--- config.mk ---
export PLATFORM = sky130hd
export DESIGN_NAME = light_state_bank
export DESIGN_NICKNAME = d
export VERILOG_FILES = /design/src/rtl/light_pkg.sv /design/src/rtl/dwell_counter.sv /design/src/rtl/light_state_bank.sv
export SDC_FILE = /design/constraint.sdc
export NUM_CORES = 1
export LEC_CHECK = 0
export CAP_MARGIN = 20
export CORE_ASPECT_RATIO = 1.25
export CORE_MARGIN = 10
export CORE_UTILIZATION = 50
export DETAILED_ROUTE_END_ITERATION = 6
export PLACE_DENSITY_LB_ADDON = 0.12
export REMOVE_ABC_BUFFERS = 1
export SLEW_MARGIN = 20
export SYNTH_ARGS = -nofsm -noshare
export SYNTH_HDL_FRONTEND = slang
export SYNTH_SLANG_ARGS = --single-unit
--- constraint.sdc ---
create_clock -name clk -period 2.6 [get_ports clk]
set_input_delay 0.52 -clock clk [delete_from_list [all_inputs] [get_ports clk]]
set_output_delay 0.52 -clock clk [all_outputs]
set_load 0.005 [all_outputs]
--- src/rtl/light_pkg.sv ---
`default_nettype none
// ============================================================================
// Module      : light_pkg
// Description : Shared light codes, error codes and the legal-transition rule
//               for the traffic-light state bank.
// Revision    : 1.0 - initial release
// ============================================================================
package light_pkg;

    localparam logic [2:0] LIGHT_RED   = 3'b001;
    localparam logic [2:0] LIGHT_AMBER = 3'b010;
    localparam logic [2:0] LIGHT_GREEN = 3'b100;

    localparam logic [2:0] ERR_NONE     = 3'd0;
    localparam logic [2:0] ERR_BADCODE  = 3'd1;
    localparam logic [2:0] ERR_SEQ      = 3'd2;
    localparam logic [2:0] ERR_CONFLICT = 3'd3;
    localparam logic [2:0] ERR_DWELL    = 3'd4;

    function automatic logic is_light_code(input logic [2:0] code);
        return (code == LIGHT_RED) || (code == LIGHT_AMBER) || (code == LIGHT_GREEN);
    endfunction

    // Refresh of the same colour is always a legal sequence step.
    function automatic logic legal_transition(input logic [2:0] from_code,
                                              input logic [2:0] to_code);
        return (from_code == to_code)
            || ((from_code == LIGHT_RED)   && (to_code == LIGHT_GREEN))
            || ((from_code == LIGHT_GREEN) && (to_code == LIGHT_AMBER))
            || ((from_code == LIGHT_AMBER) && (to_code == LIGHT_RED));
    endfunction

endpackage
`default_nettype wire

--- src/rtl/dwell_counter.sv ---
`default_nettype none
// ============================================================================
// Module      : dwell_counter
// Description : Per-road minimum-dwell down counter; reload on colour change,
//               saturating decrement, clear on emergency.
// Revision    : 1.0 - initial release
// ============================================================================
module dwell_counter #(
    parameter int min_dwell = 15
) (
    input  logic clk,
    input  logic reset,
    input  logic load,
    input  logic clear,
    output logic zero
);

    localparam int CNT_W = (min_dwell > 0) ? $clog2(min_dwell + 1) : 1;
    localparam logic [CNT_W-1:0] RELOAD_VAL = CNT_W'(min_dwell);

    logic [CNT_W-1:0] count_q;
    logic [CNT_W-1:0] count_d;

    // Clear beats load so an emergency edge always leaves the road free to change.
    always_comb begin
        count_d = count_q;
        if (clear) begin
            count_d = '0;
        end else if (load) begin
            count_d = RELOAD_VAL;
        end else if (count_q != '0) begin
            count_d = count_q - 1'b1;
        end
    end

    always_ff @(posedge clk or posedge reset) begin
        if (reset) begin
            count_q <= '0;
        end else begin
            count_q <= count_d;
        end
    end

    assign zero = (count_q == '0);

endmodule
`default_nettype wire

--- src/rtl/light_state_bank.sv ---
`default_nettype none
// ============================================================================
// Module      : light_state_bank
// Description : Clocked per-road light-state bank with write legality checks,
//               error reporting and emergency all-red override.
// Revision    : 1.0 - initial release
// ============================================================================
module light_state_bank
    import light_pkg::*;
#(
    parameter int roads       = 4,
    parameter int light_width = 3,
    parameter int min_dwell   = 15
) (
    input  logic                         clk,
    input  logic                         reset,
    input  logic                         wr_valid,
    output logic                         wr_ready,
    input  logic [$clog2(roads)-1:0]     wr_road,
    input  logic [light_width-1:0]       wr_light,
    input  logic                         emergency,
    output logic [roads*light_width-1:0] lights_flat,
    output logic                         green_any,
    output logic                         wr_err,
    output logic [2:0]                   err_code
);

    logic [roads-1:0][light_width-1:0] lights_q;
    logic [roads-1:0][light_width-1:0] lights_d;
    logic                              wr_err_q;
    logic                              wr_err_d;
    logic [2:0]                        err_code_q;
    logic [2:0]                        err_code_d;
    logic [roads-1:0]                  dwell_zero;
    logic [roads-1:0]                  dwell_load;

    logic                   accept;
    logic                   road_ok;
    logic [light_width-1:0] cur_light;
    logic                   cur_zero;
    logic                   other_busy;
    logic [2:0]             check_code;

    assign wr_ready = !emergency && !reset;
    assign accept   = wr_valid && wr_ready;
    assign road_ok  = (int'(wr_road) < roads);

    // Gather the target road's state and whether any other road holds right of way.
    always_comb begin
        cur_light  = LIGHT_RED;
        cur_zero   = 1'b1;
        other_busy = 1'b0;
        for (int r = 0; r < roads; r++) begin
            if (road_ok && (r == int'(wr_road))) begin
                cur_light = lights_q[r];
                cur_zero  = dwell_zero[r];
            end else if ((lights_q[r] & (LIGHT_GREEN | LIGHT_AMBER)) != '0) begin
                other_busy = 1'b1;
            end
        end
    end

    always_comb begin
        if (!road_ok || !is_light_code(wr_light)) begin
            check_code = ERR_BADCODE;
        end else if (!legal_transition(cur_light, wr_light)) begin
            check_code = ERR_SEQ;
        end else if ((wr_light != cur_light) && !cur_zero) begin
            check_code = ERR_DWELL;
        end else if ((wr_light == LIGHT_GREEN) && other_busy) begin
            check_code = ERR_CONFLICT;
        end else begin
            check_code = ERR_NONE;
        end
    end

    always_comb begin
        lights_d   = lights_q;
        wr_err_d   = 1'b0;
        err_code_d = err_code_q;
        dwell_load = '0;
        if (emergency) begin
            lights_d = {roads{LIGHT_RED}};
        end else if (accept) begin
            err_code_d = check_code;
            if (check_code == ERR_NONE) begin
                lights_d[wr_road] = wr_light;
                if (wr_light != cur_light) begin
                    dwell_load[wr_road] = 1'b1;
                end
            end else begin
                wr_err_d = 1'b1;
            end
        end
    end

    always_ff @(posedge clk or posedge reset) begin
        if (reset) begin
            lights_q   <= {roads{LIGHT_RED}};
            wr_err_q   <= 1'b0;
            err_code_q <= ERR_NONE;
        end else begin
            lights_q   <= lights_d;
            wr_err_q   <= wr_err_d;
            err_code_q <= err_code_d;
        end
    end

    generate
        for (genvar r = 0; r < roads; r++) begin : g_dwell
            dwell_counter #(
                .min_dwell(min_dwell)
            ) u_dwell (
                .clk  (clk),
                .reset(reset),
                .load (dwell_load[r]),
                .clear(emergency),
                .zero (dwell_zero[r])
            );
        end
    endgenerate

    always_comb begin
        green_any = 1'b0;
        for (int r = 0; r < roads; r++) begin
            green_any = green_any | lights_q[r][2];
        end
    end

    assign lights_flat = lights_q;
    assign wr_err      = wr_err_q;
    assign err_code    = err_code_q;

endmodule
`default_nettype wire

==> out/qor.txt <==
status -> completed
Initial Utilization -> 51.27%
GP Congestion -> 0.8500
TritonCTS sink count -> 32
TritonCTS clock tree -> done
period utilization -> 96.39%
share of layout cells above drive strength 1 -> 31.29%
antenna violations before repair -> 0
crit path time final -> 2.506 ns
number of synthesized flops with an enable pin -> 0
Synth warnings -> 0
CORE AREA -> 4034 um2
flops & latches, synth -> 32
Power Total -> 2.074 mW
Fin Clk Skew -> 0.003031 ns
R2R Setup Slk -> 0.09 ns
Worst setup SP type -> register
top cell types by occurrence after synthesis -> 28 x dfrtp_1, 22 x a21oi_1, 21 x nor2_1
ANT nets after route -> 0
first-pass GRT wire length -> 9611 um
Crit Path Max Fanout -> 5
# rows -> 26
DR pass1 iterations -> 4
Synth Cell Area -> 2068 um2
met3 WL post-DR -> 288 um
met1 wire length -> 2291 um
ranking of synthesized cells by area -> dfrtp_1 34%, mux2i_1 5.8%, mux4_2 5.4%, a21oi_1 5.3%, dfstp_2 5.1%
Distinct cells, synth -> 43
CTS HTree Levels -> 2
PortBufs -> 26
CP peak stage delay -> 0.56 ns
Reg power frac -> 32.1%
die area -> 7125 um2
nets@finish -> 306
CP Cell Sequence -> inv_2, ha_2, or3b_2, mux4_2, a31oi_4, buf_6, o22ai_2, mux2i_1, nor2_1
CTS Buf Count -> 5
Worst-Skew Late Latency -> 0.29 ns
Worst slew margin -> 56.53%
GRT Overall Usage -> 16.58%
fill count -> 324
Top Metal Used -> met4
worst r2r src -> g_dwell[3].u_dwell.count_q[1]
final slew viol count -> 0
wire length on met2 -> 2941 um
syn_area_per_cell -> 9.487 um2
Logic pwr share -> 48.7%
CP endpoint -> lights_flat[2]
clock network power share -> 19.2%
Longest Clk Path Bufs -> 2
NetSw -> 0.7415 mW
max cap viols -> 0
Routed WL -> 5677 um
Setup Viol. Count Final -> 0
endpoint type of the worst setup path -> register
Cell Pwr Density -> 711.8 nW/um2
P_int -> 1.333 mW
CP required -> 2.77 ns
via count -> 1942
Remaining Overflow, GRT -> 0
depth of the worst register-to-register path -> 9
Die Y -> 91.91 um
Net Sw Frac -> 35.75%
Clock transition at path regs -> 0.07 ns
post-route DRC violation count -> 0
CTS Root Cell -> clkbuf_8
Layout area overhead -> 40.90%
largest net degree at the start of global routing -> 33
worst setup path start -> g_dwell[3].u_dwell.count_q[1]
CP max stage cell -> mux4_2
top-count cell post-synth -> dfrtp_1
hpwl dp -> 4183 um
fin cells -> 351
Lkg Pwr -> 1.397 nW
worst min path class -> reg2reg
Ports -> 27
leading area contributor after synthesis -> dfrtp_1
post-synth top area share -> 33.88%
number of hold violations in the final report -> 0
Peak Freq -> 399.0 MHz
Placed Cells -> 335
RR Endpoint -> lights_flat[2]
ys async rst share -> 100.0%
register area share after synthesis -> 38.96%
Arr. time, crit path -> 2.67 ns
hold path startpoint -> err_code[2]
WL per Instance -> 16.17 um
top_reg_cell synth -> dfrtp_1
via/cell ratio -> 5.533
die extent in x -> 77.53 um
WS Path Type -> reg2reg
Worst Tran Pin Value -> 0.6507 ns
Mapped Cells -> 218
vias in the first global route -> 2013
maximum VDD drop -> 0.5175 mV
drt initial violations -> 98
==> metrics by stage <==
step	setup TNS, ns	worst slack, ns	util, %	hold WS [ns]	area, um2
3_5_place_dp	-17.60	-0.6273	66.59	0.4694	2686
5_1_grt	-0.008923	-0.008923	72.18	0.4876	2912
3_3_place_gp	-15.81	-0.5814	66.59	0.4762	2686
2_1_floorplan	0	0.1352	-	0.4720	2026
6_report	0	0.09390	72.24	0.4806	2914
4_1_cts	0	0.005410	70.41	0.4838	2840
==> cells by family (layout without fill, tap and decap cells) <==
family | after synthesis | after routing | synth area share [%]
simple gates | 83 | 83 | 22.14
compound gates | 48 | 48 | 15.97
flops | 32 | 32 | 38.96
buf+inv | 23 | 99 | 4.598
mux | 17 | 17 | 11.25
xor+xnor | 11 | 11 | 4.659
fa+ha+maj | 4 | 4 | 2.420
other cells | 0 | 1 | 0
==> critical path, delay by kind of cell, from the launching register on <==
| family | cells | cell delay (ns) |
|---|---|---|
| compound gates | 2 | 0.33 |
| flops | 1 | 0.39 |
| buf+inv | 2 | 0.22 |
| simple gates | 2 | 0.52 |
| fa+ha+maj | 1 | 0.18 |
| mux | 2 | 0.75 |
==> how the worst min path moves through the flow <==
stage	to	slack, ns	depth (start not counted)
2_1_floorplan	err_code[2]	0.47	2
3_3_place_gp	err_code[2]	0.48	2
3_5_place_dp	err_code[2]	0.47	2
4_1_cts	err_code[2]	0.48	2
5_1_grt	err_code[2]	0.49	2
6_report	err_code[2]	0.48	2
==> per-layer routing <==
metal	up-vias	track usage (%)
met5	-	0
met4	0	7.622
met3	16	5.176
met2	45	28.70
met1	930	18.05
li1	951	-
==> power by group through the flow <==
stage / Combinational [mW] / Sequential (mW) / Clock [mW]
floorplan: 0.601 / 0.662 / 0
global placement: 0.895 / 0.668 / 0
detailed placement: 0.922 / 0.672 / 0
CTS: 0.949 / 0.663 / 0.404
global route: 1.13 / 0.682 / 0.423
finish: 1.01 / 0.666 / 0.398
==> sequential cells by signal, summed over array words and instances (netlist names) <==
register	count
lights_flat	12
g_dwell.u_dwell.count_q	16
wr_err	1
err_code	3
==> area by class of cell <==
cell class              instances  area (um2)  area share [%]
multi-input cells             163        1239           42.51
flip-flops and latches         32       805.8           27.65
inverters                      14       52.55           1.803
clock buffers                   6       82.58           2.834
well taps                      56       70.07           2.404
repair buffers                 77       651.9           22.37
clock inverters                 2       10.01          0.3435
diodes                          1       2.502         0.08587
==> cell usage in the layout (no fill, tap or decap), drive strengths merged, types with 2 or more instances in the layout <==
cell type      count
dlymetal6s2s       3
dfrtp             28
nor3               8
or3                3
or2                2
nor2              21
buf               51
nand2             13
o21a               2
inv               14
o311ai             2
clkinv             2
nor3b              5
and3               6
clkbuf             7
ha                 4
nand4              2
a211oi             5
clkdlybuf4s50     21
o22ai              6
or3b               6
o21ai              6
mux4               5
xor2               3
or4b               2
a21oi             22
mux2i             12
xnor2              8
dfstp              4
nand3              8
nor2b              2
==> what timing repair did <==
item / 4_1_cts / 5_1_grt
gates resized for setup: 7 / 17
setup buffers: 5 / 2
hold buffers: 0 / 0
endpoints found under the setup margin: 32 / 30
pin swaps: 1 / 8
No activity file was read; power rests on OpenSTA's default activity.
